==> config.mk <==
export PLATFORM = sky130hd
export DESIGN_NAME = lsu_pipe_flat
export DESIGN_NICKNAME = d
export VERILOG_FILES = /design/src/rtl/lsu_pipe_if.sv /design/src/rtl/lsu_pipe.sv /design/src/flat_wrapper.sv
export SDC_FILE = /design/constraint.sdc
export NUM_CORES = 1
export LEC_CHECK = 0
export ABC_AREA = 1
export ABC_CLOCK_PERIOD_IN_PS = 3700
export CAP_MARGIN = 20
export CORE_MARGIN = 2
export CORE_UTILIZATION = 43
export CTS_BUF_LIST = sky130_fd_sc_hd__clkbuf_8
export CTS_CLUSTER_SIZE = 14
export DETAILED_ROUTE_END_ITERATION = 16
export HOLD_SLACK_MARGIN = 0.06
export PLACE_DENSITY = 0.79
export SETUP_SLACK_MARGIN = 0.02
export SYNTH_ARGS = -nofsm -noshare
export SYNTH_HDL_FRONTEND = slang
export SYNTH_SLANG_ARGS = --single-unit
export TNS_END_PERCENT = 1
==> constraint.sdc <==
create_clock -name clk -period 3.7 [get_ports clk]
set_input_delay 0.555 -clock clk [delete_from_list [all_inputs] [get_ports clk]]
set_output_delay 0.555 -clock clk [all_outputs]
set_load 0.02 [all_outputs]
==> src/rtl/lsu_pipe_if.sv <==
// lsu_pipe_if: bundles the execute-side op port, the writeback result port
// and the split request/response memory bus of lsu_pipe.
//   master : the load/store unit (drives e_ready, m_*, mem_req_*, mem_rsp_ready)
//   slave  : the surrounding pipeline and memory (drives everything else)
interface lsu_pipe_if #(
  parameter int ADDR_WIDTH  = 5,
  parameter int DATA_WIDTH  = 32,
  parameter int PADDR_WIDTH = 32
);
  localparam int STRB = DATA_WIDTH / 8;

  // execute -> unit
  logic                    e_valid;
  logic                    e_ready;
  logic                    e_regW;
  logic [ADDR_WIDTH-1:0]   e_regAddr;
  logic [DATA_WIDTH-1:0]   e_regData;
  logic [2:0]              e_load_inst;
  logic [2:0]              e_store_inst;
  logic [DATA_WIDTH-1:0]   e_store_data;

  // unit -> writeback
  logic                    m_valid;
  logic                    m_ready;
  logic                    m_regW;
  logic [ADDR_WIDTH-1:0]   m_regAddr;
  logic [DATA_WIDTH-1:0]   m_regData;
  logic                    m_fault;

  // memory request channel
  logic                    mem_req_valid;
  logic                    mem_req_ready;
  logic                    mem_req_we;
  logic [PADDR_WIDTH-1:0]  mem_req_addr;
  logic [DATA_WIDTH-1:0]   mem_req_wdata;
  logic [STRB-1:0]         mem_req_wstrb;

  // memory response channel
  logic                    mem_rsp_valid;
  logic                    mem_rsp_ready;
  logic [DATA_WIDTH-1:0]   mem_rsp_rdata;

  modport master (
    input  e_valid, e_regW, e_regAddr, e_regData, e_load_inst, e_store_inst, e_store_data,
    output e_ready,
    output m_valid, m_regW, m_regAddr, m_regData, m_fault,
    input  m_ready,
    output mem_req_valid, mem_req_we, mem_req_addr, mem_req_wdata, mem_req_wstrb,
    input  mem_req_ready,
    input  mem_rsp_valid, mem_rsp_rdata,
    output mem_rsp_ready
  );

  modport slave (
    output e_valid, e_regW, e_regAddr, e_regData, e_load_inst, e_store_inst, e_store_data,
    input  e_ready,
    input  m_valid, m_regW, m_regAddr, m_regData, m_fault,
    output m_ready,
    input  mem_req_valid, mem_req_we, mem_req_addr, mem_req_wdata, mem_req_wstrb,
    output mem_req_ready,
    output mem_rsp_valid, mem_rsp_rdata,
    input  mem_rsp_ready
  );
endinterface

==> src/rtl/lsu_pipe.sv <==
// lsu_pipe: multi-cycle load/store unit for the memory stage.
// Accepts one op at a time from execute, issues at most one memory
// transaction (split request/response, arbitrary latency), aligns sub-word
// data to byte lanes, sign/zero extends load data and flags misaligned or
// illegal-size accesses. Non-memory and faulting ops pass straight through
// into the output register in one cycle.
// Ports:
//   clk  - clock
//   rst  - asynchronous active-high reset
//   bus  - lsu_pipe_if.master: e_* op input, m_* result output, mem_* bus
module lsu_pipe #(
  parameter int ADDR_WIDTH  = 5,
  parameter int DATA_WIDTH  = 32,
  parameter int PADDR_WIDTH = 32
) (
  input  logic       clk,
  input  logic       rst,
  lsu_pipe_if.master bus
);
  localparam int STRB = DATA_WIDTH / 8;
  localparam int OFF  = $clog2(STRB);

  typedef enum logic [1:0] {IDLE, REQ, WAIT} state_t;

  state_t state_q, state_d;

  // ---------------------------------------------------------------- decode
  logic       dec_load, dec_mem, dec_signed, dec_illegal, dec_misalign, dec_fault;
  logic [1:0] dec_lsize;   // log2 of access size in bytes
  logic [2:0] dec_amask;

  always_comb begin
    dec_load    = (bus.e_load_inst != 3'd0);
    dec_mem     = dec_load || (bus.e_store_inst != 3'd0);
    dec_lsize   = 2'd0;
    dec_signed  = 1'b0;
    dec_illegal = 1'b0;
    if (dec_load) begin
      // load code wins; the store code is ignored entirely, legal or not
      case (bus.e_load_inst)
        3'd1:    begin dec_lsize = 2'd0; dec_signed = 1'b1; end
        3'd2:    begin dec_lsize = 2'd1; dec_signed = 1'b1; end
        3'd3:    begin dec_lsize = 2'd2; dec_signed = 1'b1; end
        3'd4:    dec_lsize = 2'd0;
        3'd5:    dec_lsize = 2'd1;
        3'd6:    begin dec_lsize = 2'd2; dec_illegal = (DATA_WIDTH == 32); end
        default: begin dec_lsize = 2'd3; dec_signed = 1'b1; dec_illegal = (DATA_WIDTH == 32); end
      endcase
    end else begin
      case (bus.e_store_inst)
        3'd0:    dec_lsize = 2'd0;
        3'd1:    dec_lsize = 2'd0;
        3'd2:    dec_lsize = 2'd1;
        3'd3:    dec_lsize = 2'd2;
        3'd4:    begin dec_lsize = 2'd3; dec_illegal = (DATA_WIDTH == 32); end
        default: dec_illegal = 1'b1;
      endcase
    end
    case (dec_lsize)
      2'd0:    dec_amask = 3'b000;
      2'd1:    dec_amask = 3'b001;
      2'd2:    dec_amask = 3'b011;
      default: dec_amask = 3'b111;
    endcase
    // non-memory ops decode to size 1, so they never report misalignment
    dec_misalign = |(bus.e_regData[2:0] & dec_amask);
    dec_fault    = dec_illegal || dec_misalign;
  end

  // ------------------------------------------------------------- handshake
  logic m_valid_q, m_valid_d;
  logic m_regW_q, m_regW_d;
  logic m_fault_q, m_fault_d;
  logic [ADDR_WIDTH-1:0] m_regAddr_q, m_regAddr_d;
  logic [DATA_WIDTH-1:0] m_regData_q, m_regData_d;

  logic accept, pass_through, start, rsp_fire;

  always_comb begin
    accept       = bus.e_valid && bus.e_ready;
    pass_through = accept && (!dec_mem || dec_fault);
    start        = accept && dec_mem && !dec_fault;
    rsp_fire     = (state_q == WAIT) && bus.mem_rsp_valid;
  end

  // ---------------------------------------------------------------- FSM
  always_ff @(posedge clk or posedge rst) begin
    if (rst) state_q <= IDLE;
    else     state_q <= state_d;
  end

  always_comb begin
    state_d = state_q;
    case (state_q)
      IDLE:    if (start) state_d = REQ;
      REQ:     if (bus.mem_req_ready) state_d = WAIT;
      WAIT:    if (bus.mem_rsp_valid) state_d = IDLE;
      default: state_d = IDLE;
    endcase
  end

  always_comb begin
    bus.e_ready       = (state_q == IDLE) && (!m_valid_q || bus.m_ready);
    bus.mem_req_valid = (state_q == REQ);
    bus.mem_rsp_ready = (state_q == WAIT);
  end

  // ------------------------------------------------------ latched op fields
  logic                   ld_q, sign_q, regW_q;
  logic [1:0]             lsize_q;
  logic [OFF-1:0]         off_q;
  logic [ADDR_WIDTH-1:0]  regAddr_q;
  logic [PADDR_WIDTH-1:0] addr_q;
  logic [DATA_WIDTH-1:0]  sdata_q;

  always_ff @(posedge clk or posedge rst) begin
    if (rst) begin
      ld_q      <= 1'b0;
      sign_q    <= 1'b0;
      regW_q    <= 1'b0;
      lsize_q   <= '0;
      off_q     <= '0;
      regAddr_q <= '0;
      addr_q    <= '0;
      sdata_q   <= '0;
    end else if (start) begin
      ld_q      <= dec_load;
      sign_q    <= dec_signed;
      regW_q    <= bus.e_regW;
      lsize_q   <= dec_lsize;
      off_q     <= bus.e_regData[OFF-1:0];
      regAddr_q <= bus.e_regAddr;
      addr_q    <= PADDR_WIDTH'(bus.e_regData);
      sdata_q   <= bus.e_store_data;
    end
  end

  // ------------------------------------------------------- request fields
  logic [STRB-1:0] strb_base;

  always_comb begin
    strb_base = '0;
    for (int unsigned i = 0; i < STRB; i++)
      strb_base[i] = !ld_q && (i < (32'd1 << lsize_q));
    bus.mem_req_we    = !ld_q;
    bus.mem_req_addr  = addr_q & ~(PADDR_WIDTH'(STRB - 1));
    bus.mem_req_wdata = sdata_q << {off_q, 3'b000};
    bus.mem_req_wstrb = strb_base << off_q;
  end

  // ---------------------------------------------------- load data extract
  logic [DATA_WIDTH-1:0] lane, ld_data;
  logic                  ld_sbit;
  int unsigned           ld_nbits;

  always_comb begin
    lane     = bus.mem_rsp_rdata >> {off_q, 3'b000};
    ld_nbits = 32'd8 << lsize_q;
    case (lsize_q)
      2'd0:    ld_sbit = lane[7];
      2'd1:    ld_sbit = lane[15];
      2'd2:    ld_sbit = lane[31];
      default: ld_sbit = lane[DATA_WIDTH-1];
    endcase
    ld_data = '0;
    for (int unsigned i = 0; i < DATA_WIDTH; i++)
      ld_data[i] = (i < ld_nbits) ? lane[i] : (sign_q & ld_sbit);
  end

  // ------------------------------------------------------- output register
  always_comb begin
    m_valid_d   = m_valid_q;
    m_regW_d    = m_regW_q;
    m_fault_d   = m_fault_q;
    m_regAddr_d = m_regAddr_q;
    m_regData_d = m_regData_q;
    if (pass_through) begin
      m_valid_d   = 1'b1;
      m_regW_d    = bus.e_regW && !dec_fault;
      m_fault_d   = dec_fault;
      m_regAddr_d = bus.e_regAddr;
      m_regData_d = bus.e_regData;
    end else if (rsp_fire) begin
      m_valid_d   = 1'b1;
      m_regW_d    = ld_q && regW_q;
      m_fault_d   = 1'b0;
      m_regAddr_d = regAddr_q;
      m_regData_d = ld_q ? ld_data : DATA_WIDTH'(addr_q);
    end else if (bus.m_ready) begin
      m_valid_d   = 1'b0;
    end
  end

  always_ff @(posedge clk or posedge rst) begin
    if (rst) begin
      m_valid_q   <= 1'b0;
      m_regW_q    <= 1'b0;
      m_fault_q   <= 1'b0;
      m_regAddr_q <= '0;
      m_regData_q <= '0;
    end else begin
      m_valid_q   <= m_valid_d;
      m_regW_q    <= m_regW_d;
      m_fault_q   <= m_fault_d;
      m_regAddr_q <= m_regAddr_d;
      m_regData_q <= m_regData_d;
    end
  end

  always_comb begin
    bus.m_valid   = m_valid_q;
    bus.m_regW    = m_regW_q;
    bus.m_fault   = m_fault_q;
    bus.m_regAddr = m_regAddr_q;
    bus.m_regData = m_regData_q;
  end
endmodule

==> src/flat_wrapper.sv <==
// flat-port wrapper written by rule: the top's interface ports become plain ports
module lsu_pipe_flat 
#(
  parameter int ADDR_WIDTH  = 5,
  parameter int DATA_WIDTH  = 32,
  parameter int PADDR_WIDTH = 32
)
  (clk, rst, bus_e_valid, bus_e_regW, bus_e_regAddr, bus_e_regData, bus_e_load_inst, bus_e_store_inst, bus_e_store_data, bus_e_ready, bus_m_valid, bus_m_regW, bus_m_regAddr, bus_m_regData, bus_m_fault, bus_m_ready, bus_mem_req_valid, bus_mem_req_we, bus_mem_req_addr, bus_mem_req_wdata, bus_mem_req_wstrb, bus_mem_req_ready, bus_mem_rsp_valid, bus_mem_rsp_rdata, bus_mem_rsp_ready);
  lsu_pipe_if #(.ADDR_WIDTH(ADDR_WIDTH), .DATA_WIDTH(DATA_WIDTH), .PADDR_WIDTH(PADDR_WIDTH)) bus_i ();
  input  logic clk;
  input  logic rst;
  input wire logic [$bits(bus_i.e_valid)-1:0] bus_e_valid;
  input wire logic [$bits(bus_i.e_regW)-1:0] bus_e_regW;
  input wire logic [$bits(bus_i.e_regAddr)-1:0] bus_e_regAddr;
  input wire logic [$bits(bus_i.e_regData)-1:0] bus_e_regData;
  input wire logic [$bits(bus_i.e_load_inst)-1:0] bus_e_load_inst;
  input wire logic [$bits(bus_i.e_store_inst)-1:0] bus_e_store_inst;
  input wire logic [$bits(bus_i.e_store_data)-1:0] bus_e_store_data;
  output wire logic [$bits(bus_i.e_ready)-1:0] bus_e_ready;
  output wire logic [$bits(bus_i.m_valid)-1:0] bus_m_valid;
  output wire logic [$bits(bus_i.m_regW)-1:0] bus_m_regW;
  output wire logic [$bits(bus_i.m_regAddr)-1:0] bus_m_regAddr;
  output wire logic [$bits(bus_i.m_regData)-1:0] bus_m_regData;
  output wire logic [$bits(bus_i.m_fault)-1:0] bus_m_fault;
  input wire logic [$bits(bus_i.m_ready)-1:0] bus_m_ready;
  output wire logic [$bits(bus_i.mem_req_valid)-1:0] bus_mem_req_valid;
  output wire logic [$bits(bus_i.mem_req_we)-1:0] bus_mem_req_we;
  output wire logic [$bits(bus_i.mem_req_addr)-1:0] bus_mem_req_addr;
  output wire logic [$bits(bus_i.mem_req_wdata)-1:0] bus_mem_req_wdata;
  output wire logic [$bits(bus_i.mem_req_wstrb)-1:0] bus_mem_req_wstrb;
  input wire logic [$bits(bus_i.mem_req_ready)-1:0] bus_mem_req_ready;
  input wire logic [$bits(bus_i.mem_rsp_valid)-1:0] bus_mem_rsp_valid;
  input wire logic [$bits(bus_i.mem_rsp_rdata)-1:0] bus_mem_rsp_rdata;
  output wire logic [$bits(bus_i.mem_rsp_ready)-1:0] bus_mem_rsp_ready;
  assign bus_i.e_valid = bus_e_valid;
  assign bus_i.e_regW = bus_e_regW;
  assign bus_i.e_regAddr = bus_e_regAddr;
  assign bus_i.e_regData = bus_e_regData;
  assign bus_i.e_load_inst = bus_e_load_inst;
  assign bus_i.e_store_inst = bus_e_store_inst;
  assign bus_i.e_store_data = bus_e_store_data;
  assign bus_e_ready = bus_i.e_ready;
  assign bus_m_valid = bus_i.m_valid;
  assign bus_m_regW = bus_i.m_regW;
  assign bus_m_regAddr = bus_i.m_regAddr;
  assign bus_m_regData = bus_i.m_regData;
  assign bus_m_fault = bus_i.m_fault;
  assign bus_i.m_ready = bus_m_ready;
  assign bus_mem_req_valid = bus_i.mem_req_valid;
  assign bus_mem_req_we = bus_i.mem_req_we;
  assign bus_mem_req_addr = bus_i.mem_req_addr;
  assign bus_mem_req_wdata = bus_i.mem_req_wdata;
  assign bus_mem_req_wstrb = bus_i.mem_req_wstrb;
  assign bus_i.mem_req_ready = bus_mem_req_ready;
  assign bus_i.mem_rsp_valid = bus_mem_rsp_valid;
  assign bus_i.mem_rsp_rdata = bus_mem_rsp_rdata;
  assign bus_mem_rsp_ready = bus_i.mem_rsp_ready;
  lsu_pipe #(.ADDR_WIDTH(ADDR_WIDTH), .DATA_WIDTH(DATA_WIDTH), .PADDR_WIDTH(PADDR_WIDTH)) u_core (.clk(clk), .rst(rst), .bus(bus_i));
endmodule
==> out/qor.yml, run 1 <==
critical_path:
  end_kind: "output port"
  reg2reg_from: "u_core.addr_q[0]"
  worstPathArrival_ns: 2.78
  crit_path_max_fanout: 60
  crit_start: "u_core.addr_q[0]"
  crit_required_ns: 3.14
  critPathKind: "reg2out"
  worstSetupStartpointType: "flip-flop"
floorplan:
  coreArea_mm2: 0.0152
  num_rows: 45
  die_width_um: 129
  initial_core_util_pct: 44.0
  die_area_mm2: 0.0166
  die-height_um: 129
  pin_count: 226
routing:
  drtIter0Drc: 510
  drc: 0
  ant_nets: 0
  wl_per_cell_um: 16.2
  finalWirelength_mm: 21.5
  dr_total_vias: 6926
  dr.pass1.iters: 5
  viasPerCell: 5.22
place:
  dp.cells: 1294
  postPlaceCellArea_mm2: 0.00876
  gp_congestion: 0.887
  dpl_worst_slack_ns: 0.678
  place.port_buffers: 223
  place_hpwl_mm: 15.6
final_layout:
  nets: 1239
  drive_above_1_share_pct: 5.71
  area_growth_pct: 37.7
  final_core_util_pct: 60.5
  final_cell_count_no_fill: 1327
  fin_area_mm2: 0.00920
  num-fill-cells: 1353
timing:
  rsz0062_at_grt: "no"
  layout_setup_ws_ns: 0.364
  tightest_slew_ns: 0.668
  finalCritPeriodShare_pct: 90.2
  maxSlewViolCount: 0
  worst_clock_skew_ns: 0.00807
  setup_viol: 0
  finalSetupTns_ns: 0
  min_period_ns: 3.34
  relSlewSlack_pct: 55.4
  hold_violations: 0
  max_freq_mhz: 300
clocking:
  cts_sinks: 116
  cts_buffers: 17
  path_clk_slew_ns: 0.07
  clockBufferDepth: 2
  cts_tree: "built"
  insertion_delay_ns: 0.45
  cts_setup_buffers: 0
  cts_root_buf: "clkbuf_8"
  cts-hold-fix-buffers: 0
  cts_resized: 0
  ctsHtreeMaxLevel: 4
synth:
  synth_most_common_cell: "nand2_1"
  syn-cell-area_mm2: 0.00668
  synthTopCellsByArea: "dfrtp_1 43%, nand2_1 20%, o21ai_0 5.8%"
  synth_edf_count: 0
  synthDistinctLibCells: 34
  yosysTopAreaCellShare_pct: 43.4
  yosysTopAreaCell: "dfrtp_1"
  synth_warnings: 0
  ys_ff_latch: 116
  synth.avg_cell_area_um2: 7.00
  synth_commonest_cells: "349 x nand2_1, 116 x dfrtp_1, 82 x inv_1"
  synth_cells: 955
  async_flop_share_pct: 100
  ys.flop_type: "dfrtp_1"
  seq_area_frac_synth_pct: 43.4
global_routing:
  grt_pass1_wl_mm: 33.0
  overflow: 0
  grt_max_degree: 64
  antenna_found_initial: 1
  first_global_vias: 6376
  grtUsageTotal_pct: 25.8
pwr:
  powerDensity_mw_per_mm2: 928
  p_leak_nw: 4.45
  ir_drop_mv: 0.482
run_status:
  status: "completed"
worst_hold_path:
  hold_class: "reg2reg"
  min_from: "u_core.sdata_q[30]"
flow_run:
  drv_cap: 0
through the flow:
step	hold WS, ns	total power, W
2_1_floorplan	0.442	0.00532
3_3_place_gp	0.455	0.00712
3_5_place_dp	0.459	0.00720
4_1_cts	0.476	0.00853
5_1_grt	0.494	0.00908
6_report	0.477	0.00854
cells by family (layout without fill, tap and decap cells):
family	count (synthesis)	after routing	synth area share [%]
other cells	1	3	0.0561
buf+inv	175	357	12.8
xor+xnor	1	1	0.131
flops	116	116	43.4
mux	2	2	0.300
compound gates	181	181	14.4
simple gates	479	479	28.9
routing by layer:
| layer | global-route usage, % | share of wire (%) | vias up |
|---|---|---|---|
| met3 | 7.15 | 9.0 | 50 |
| met1 | 34.4 | 42 | 3191 |
| met2 | 39.5 | 45 | 341 |
| met5 | 0 | 0 | - |
| li1 | - | - | 3344 |
| met4 | 11.4 | 3.9 | 0 |
layout by cell type, fill, tap and decap left out, types with 7 or more instances in the layout:
master,count
nand2_1,349
clkdlybuf4s50_1,223
dfrtp_1,114
inv_1,82
o21ai_0,78
nor2_1,61
nand3_1,52
a21oi_1,42
o21ai_1,37
clkbuf_8,20
buf_4,12
o211ai_1,8
a22oi_1,7
flip-flops by register name (all words and copies together) (netlist names):
| signal | flops |
|---|---|
| u_core.bus.m_regData | 32 |
| u_core.state_q | 2 |
| u_core.bus.m_fault | 1 |
| u_core.regAddr_q | 5 |
| u_core.sdata_q | 32 |
| u_core.bus.m_regAddr | 5 |
| u_core.regW_q | 1 |
| u_core.bus.m_valid | 1 |
| u_core.bus.m_regW | 1 |
| u_core.sign_q | 1 |
| u_core.ld_q | 1 |
| u_core.lsize_q | 2 |
| u_core.addr_q | 32 |
final timing paths:
path,to,slack (ns),cells past startpoint
max,bus_mem_req_wdata[31],0.36,6
min,u_core.sdata_q[30],0.48,2
max reg2reg,u_core.bus.m_regData[18],1.06,12
min reg2reg,u_core.sdata_q[30],0.48,2
max in group asynchronous,u_core.addr_q[21],2.38,3
min in group asynchronous,u_core.sdata_q[0],0.56,2
critical path, cell delays in order, from the launching register on:
cell and delay (ns):
dfrtp_2 0.73, clkinv_1 0.14, buf_4 0.34, o21ai_0 0.24, a21oi_1 0.08, a21oi_1 0.17
clkdlybuf4s50_1 0.62
power by group:
| group | leakage [nW] | total (W) | switching (W) | internal, W |
|---|---|---|---|---|
| clock network | 0.231 | 0.00130 | 0.000524 | 0.000776 |
| logic | 2.79 | 0.00480 | 0.00279 | 0.00201 |
| registers | 1.42 | 0.00244 | 0.000549 | 0.00189 |
| total | 4.45 | 0.00854 | 0.00386 | 0.00468 |
area by class of cell:
cell class / count / area, um2 / area share [%]
clock buffers: 20 / 275 / 2.99
flip-flops and latches: 116 / 2910 / 31.6
multi-input cells: 665 / 2930 / 31.8
inverters: 88 / 333 / 3.62
diodes: 1 / 2.50 / 0.0272
well taps: 188 / 235 / 2.56
repair buffers: 237 / 2360 / 25.7
clock inverters: 12 / 160 / 1.74
Note: power is estimated with default switching activity, not from simulation.
==> inputs of run 2 (changes only) <==
Settings changed: CELL_PAD_IN_SITES_DETAIL_PLACEMENT set to 0, CELL_PAD_IN_SITES_GLOBAL_PLACEMENT set to 1, CORE_ASPECT_RATIO set to 0.8, CORE_UTILIZATION 43 to 30, PLACE_DENSITY 0.79 to not set, PLACE_DENSITY_LB_ADDON set to 0.1, SETUP_SLACK_MARGIN 0.02 to not set.
==> out/qor.yml, run 2 (synthesized netlist as in run 1, its figures left out) <==
clocking:
  ctsHtreeMaxLevel: 4
  cts_root_buf: "clkbuf_8"
  cts-hold-fix-buffers: 0
  path_clk_slew_ns: 0.08
  cts_setup_buffers: 0
  insertion_delay_ns: 0.45
  cts_resized: 0
  cts_tree: "built"
  cts_sinks: 116
  cts_buffers: 17
  clockBufferDepth: 2
place:
  place_hpwl_mm: 17.3
  place.port_buffers: 223
  gp_congestion: 0.807
global_routing:
  grt_max_degree: 63
  overflow: 0
  grtUsageTotal_pct: 20.5
  grt_pass1_wl_mm: 36.2
  antenna_found_initial: 0
  first_global_vias: 6183
timing:
  relSlewSlack_pct: 40.4
  worst_clock_skew_ns: 0.0112
  hold_violations: 0
  tightest_slew_ns: 0.893
  finalCritPeriodShare_pct: 81.0
  maxSlewViolCount: 0
  rsz0062_at_grt: "no"
  finalSetupTns_ns: 0
  max_freq_mhz: 334
  setup_viol: 0
  min_period_ns: 3.00
flow_run:
  drv_cap: 0
critical_path:
  critPathKind: "reg2out"
  crit_start: "u_core.addr_q[0]"
  worstSetupEndpoint: "bus_mem_req_wdata[25]"
  rr_worst_depth: 12
  crit_path_max_fanout: 62
  r2r_end: "u_core.bus.m_regData[16]"
  end_kind: "output port"
  critical_path.max_stage_delay_ns: 0.68
  worstSetupStartpointType: "flip-flop"
  reg2reg_from: "u_core.addr_q[0]"
  cpMaxStageDelayCell: "clkdlybuf4s50_1"
  crit_required_ns: 3.14
  reg2reg_setup_slack_ns: 1.07
  cp_cell_sequence: "buf_4 > o21ai_0 > a22oi_1 > clkdlybuf4s50_1"
  worstPathArrival_ns: 2.44
floorplan:
  num_rows: 48
  die_width_um: 171
  die_area_mm2: 0.0235
  initial_core_util_pct: 30.7
  pin_count: 226
  die-height_um: 137
  coreArea_mm2: 0.0217
routing:
  ant_nets: 0
  drc: 0
  drtIter0Drc: 435
  dr.pass1.iters: 5
  finalWirelength_mm: 23.7
  viasPerCell: 4.56
  wl_per_cell_um: 16.5
  dr_total_vias: 6559
final_layout:
  nets: 1240
  final_core_util_pct: 42.8
  num-fill-cells: 2328
  drive_above_1_share_pct: 5.97
  area_growth_pct: 39.3
  final_common_cell: "nand2_1"
  antenna_cells: 0
  final_cell_mix: "349 x nand2_1, 223 x clkdlybuf4s50_1, 114 x dfrtp_1"
worst_hold_path:
  hold_class: "reg2reg"
pwr:
  powerDensity_mw_per_mm2: 909
  ir_drop_mv: 0.338
  p_leak_nw: 4.41
run_status:
  status: "completed"
[run 2: power breakdown]
group	total [W]	switching (W)	leakage (nW)	internal (W)
Sequential	0.00236	0.000467	1.42	0.00189
Clock	0.00120	0.000597	0.186	0.000602
Combinational	0.00490	0.00288	2.80	0.00202
[run 2: worst min-delay path by stage]
stage / start / to / slack, ns / cells past startpoint
after floorplan: u_core.sdata_q[24] / u_core.sdata_q[24] / 0.44 / 2
after global placement: u_core.regW_q / u_core.regW_q / 0.46 / 2
after detailed placement: u_core.sdata_q[24] / u_core.sdata_q[24] / 0.46 / 2
after CTS: u_core.sdata_q[24] / u_core.sdata_q[24] / 0.48 / 2
after global routing: u_core.sdata_q[27] / u_core.sdata_q[27] / 0.50 / 2
final: u_core.sdata_q[24] / u_core.sdata_q[24] / 0.48 / 2
[run 2: critical path: cells and delay by family (launching register included)]
family	cells	cell delay, ns
AOI/OAI and AO/OA	2	0.45
buffers and inverters	2	1.18
DFF	1	0.37
[run 2: layout make-up]
cell class	instances	area, um2	area share (%)
sequential	116	2910	31.2
multi-input combinational	665	2930	31.5
clock buffer	17	234	2.51
clock inverter	15	159	1.71
tap	300	375	4.03
inverter	88	334	3.59
timing repair buffer	238	2370	25.5
[run 2: per-layer routing]
layer	up-vias	global-route usage [%]	share of wire, %
met1	2995	31.6	52
met5	-	0	0
met4	0	4.90	0.89
met2	206	28.8	41
li1	3345	-	-
met3	13	4.48	6.4
[run 2: stage by stage]
step                setup slack, ns  area (um2)  hold WS (ns)  total power (W)  std cells
global route                  0.492        9310         0.499          0.00911       1439
CTS                           0.669        9310         0.477          0.00855       1439
global placement              0.785        8910         0.457          0.00731       1407
floorplan                    0.0726        6690         0.442          0.00532        956
finish                        0.704        9310         0.475          0.00846       1439
detailed placement            0.704        8910         0.460          0.00731       1407
==> inputs of run 3 (changes only) <==
Settings changed: ABC_CLOCK_PERIOD_IN_PS 3700 to 2500.
Clock period 3.7 ns to 2.5 ns, I/O delays scaled along.
==> out/qor.yml, run 3 (synthesized netlist as in run 1, its figures left out) <==
run_status:
  status: "completed"
critical_path:
  cp_cell_sequence: "buf_4 > nor2_1 > nor3_1 > clkdlybuf4s50_1"
  cpMaxStageDelayCell: "clkdlybuf4s50_1"
  worstPathArrival_ns: 2.01
  critical_path.max_stage_delay_ns: 0.65
  crit_required_ns: 2.12
  critPathKind: "reg2out"
  crit_path_max_fanout: 19
  rr_worst_depth: 12
  reg2reg_setup_slack_ns: 0.36
  end_kind: "output port"
  r2r_end: "u_core.bus.m_regData[16]"
  crit_start: "u_core.addr_q[1]"
  worstSetupStartpointType: "flip-flop"
  worstSetupEndpoint: "bus_mem_req_wstrb[3]"
  reg2reg_from: "u_core.addr_q[0]"
timing:
  finalCritPeriodShare_pct: 95.3
  maxSlewViolCount: 0
  layout_setup_ws_ns: 0.117
  hold_violations: 0
  worst_clock_skew_ns: 0.0171
  tightest_slew_ns: 0.672
  finalSetupTns_ns: 0
  min_period_ns: 2.38
  rsz0062_at_grt: "no"
  setup_viol: 0
  relSlewSlack_pct: 55.2
  max_freq_mhz: 420
floorplan:
  die_width_um: 171
  initial_core_util_pct: 30.7
  die-height_um: 137
  die_area_mm2: 0.0235
  coreArea_mm2: 0.0217
  num_rows: 48
  pin_count: 226
pwr:
  p_leak_nw: 4.60
  powerDensity_mw_per_mm2: 1330
  totalPowerFinal_w: 0.0127
  ir_drop_mv: 0.563
worst_hold_path:
  hold_class: "in2async"
final_layout:
  final_cell_mix: "349 x nand2_1, 197 x clkdlybuf4s50_1, 114 x dfrtp_1"
  num-fill-cells: 2314
  area_growth_pct: 42.1
  nets: 1252
  drive_above_1_share_pct: 7.04
  final_common_cell: "nand2_1"
  final_cell_count_no_fill: 1451
  antenna_cells: 0
clocking:
  cts-hold-fix-buffers: 0
  cts_root_buf: "clkbuf_8"
  cts_buffers: 17
  cts_tree: "built"
  clockBufferDepth: 2
  insertion_delay_ns: 0.45
  cts_sinks: 116
  ctsHtreeMaxLevel: 4
  path_clk_slew_ns: 0.08
routing:
  drtIter0Drc: 536
  ant_nets: 0
  viasPerCell: 4.55
  dr.pass1.iters: 5
  dr_total_vias: 6598
  drc: 0
  wl_per_cell_um: 16.1
  finalWirelength_mm: 23.4
global_routing:
  grtUsageTotal_pct: 20.2
  gr-usage-met2_pct: 28.1
  first_global_vias: 6209
  grt.busiest_layer: "met1"
  grt_max_degree: 117
  met1_usage_pct: 31.4
  antenna_found_initial: 0
  overflow: 0
  grt_use_met3_pct: 4.28
  grt_pass1_wl_mm: 35.9
place:
  dp.cells: 1418
  place_hpwl_mm: 17.1
  place.port_buffers: 223
  gp_congestion: 0.800
  dpl_worst_slack_ns: 0.126
flow_run:
  drv_cap: 0
run 3: cell types whose count changed in the layout (fill, tap and decap cells not counted), sizes merged:
cell	delta
clkinvlp	-2
clkinv	+3
buf	+12
dlygate4sd2	+26
inv	-3
bufinv	+2
clkdlybuf4s50	-26
run 3: power breakdown:
part	switching [W]	internal, W
Combinational	0.00427	0.00294
Clock	0.000853	0.00109
Sequential	0.000696	0.00280
Total	0.00582	0.00684
run 3: what timing repair did:
action | 4_1_cts | 5_1_grt
setup buffers | 0 | 1
gates resized for setup | 28 | 0
cloned | 0 | 0
endpoints found under the setup margin | 32 | 6
run 3: worst max-delay path: cells and delay by family, from the launching register on:
family,cells,cell delay (ns)
buffers and inverters,2,0.89
DFF,1,0.41
and+or+nand+nor,2,0.26
run 3: area by class of cell:
type | instances | area (um2) | share of cell area [%]
clock buffers | 17 | 234 | 2.46
clock inverters | 15 | 206 | 2.17
inverters | 88 | 339 | 3.57
multi-input cells | 665 | 2930 | 30.8
flip-flops and latches | 116 | 2910 | 30.6
well taps | 300 | 375 | 3.95
repair buffers | 250 | 2510 | 26.4
run 3: worst min path at each step:
stage,slack (ns),cells after the start,endpoint,start
after floorplan,0.44,2,u_core.sdata_q[24],u_core.sdata_q[24]
after global placement,0.46,2,u_core.regW_q,u_core.regW_q
after detailed placement,0.46,2,u_core.sdata_q[27],u_core.sdata_q[27]
after CTS,0.43,3,u_core.sdata_q[9],bus_e_store_data[9]
after global routing,0.45,3,u_core.sdata_q[21],bus_e_store_data[21]
final,0.44,3,u_core.sdata_q[2],rst
run 3: per-layer routing:
metal / wire length (um) / up-vias
met5: 0 / -
met4: 202 / 0
met3: 1460 / 16
met2: 9560 / 190
met1: 12200 / 3033
li1: - / 3359
run 3: stage by stage:
step / utilization, % / hold WS [ns] / cell area, um2
after CTS: 43.6 / 0.425 / 9490
after global placement: 41.7 / 0.458 / 9070
after global routing: 43.7 / 0.450 / 9500
final: 43.7 / 0.440 / 9500
after floorplan: - / 0.442 / 6690
after detailed placement: 41.7 / 0.461 / 9070
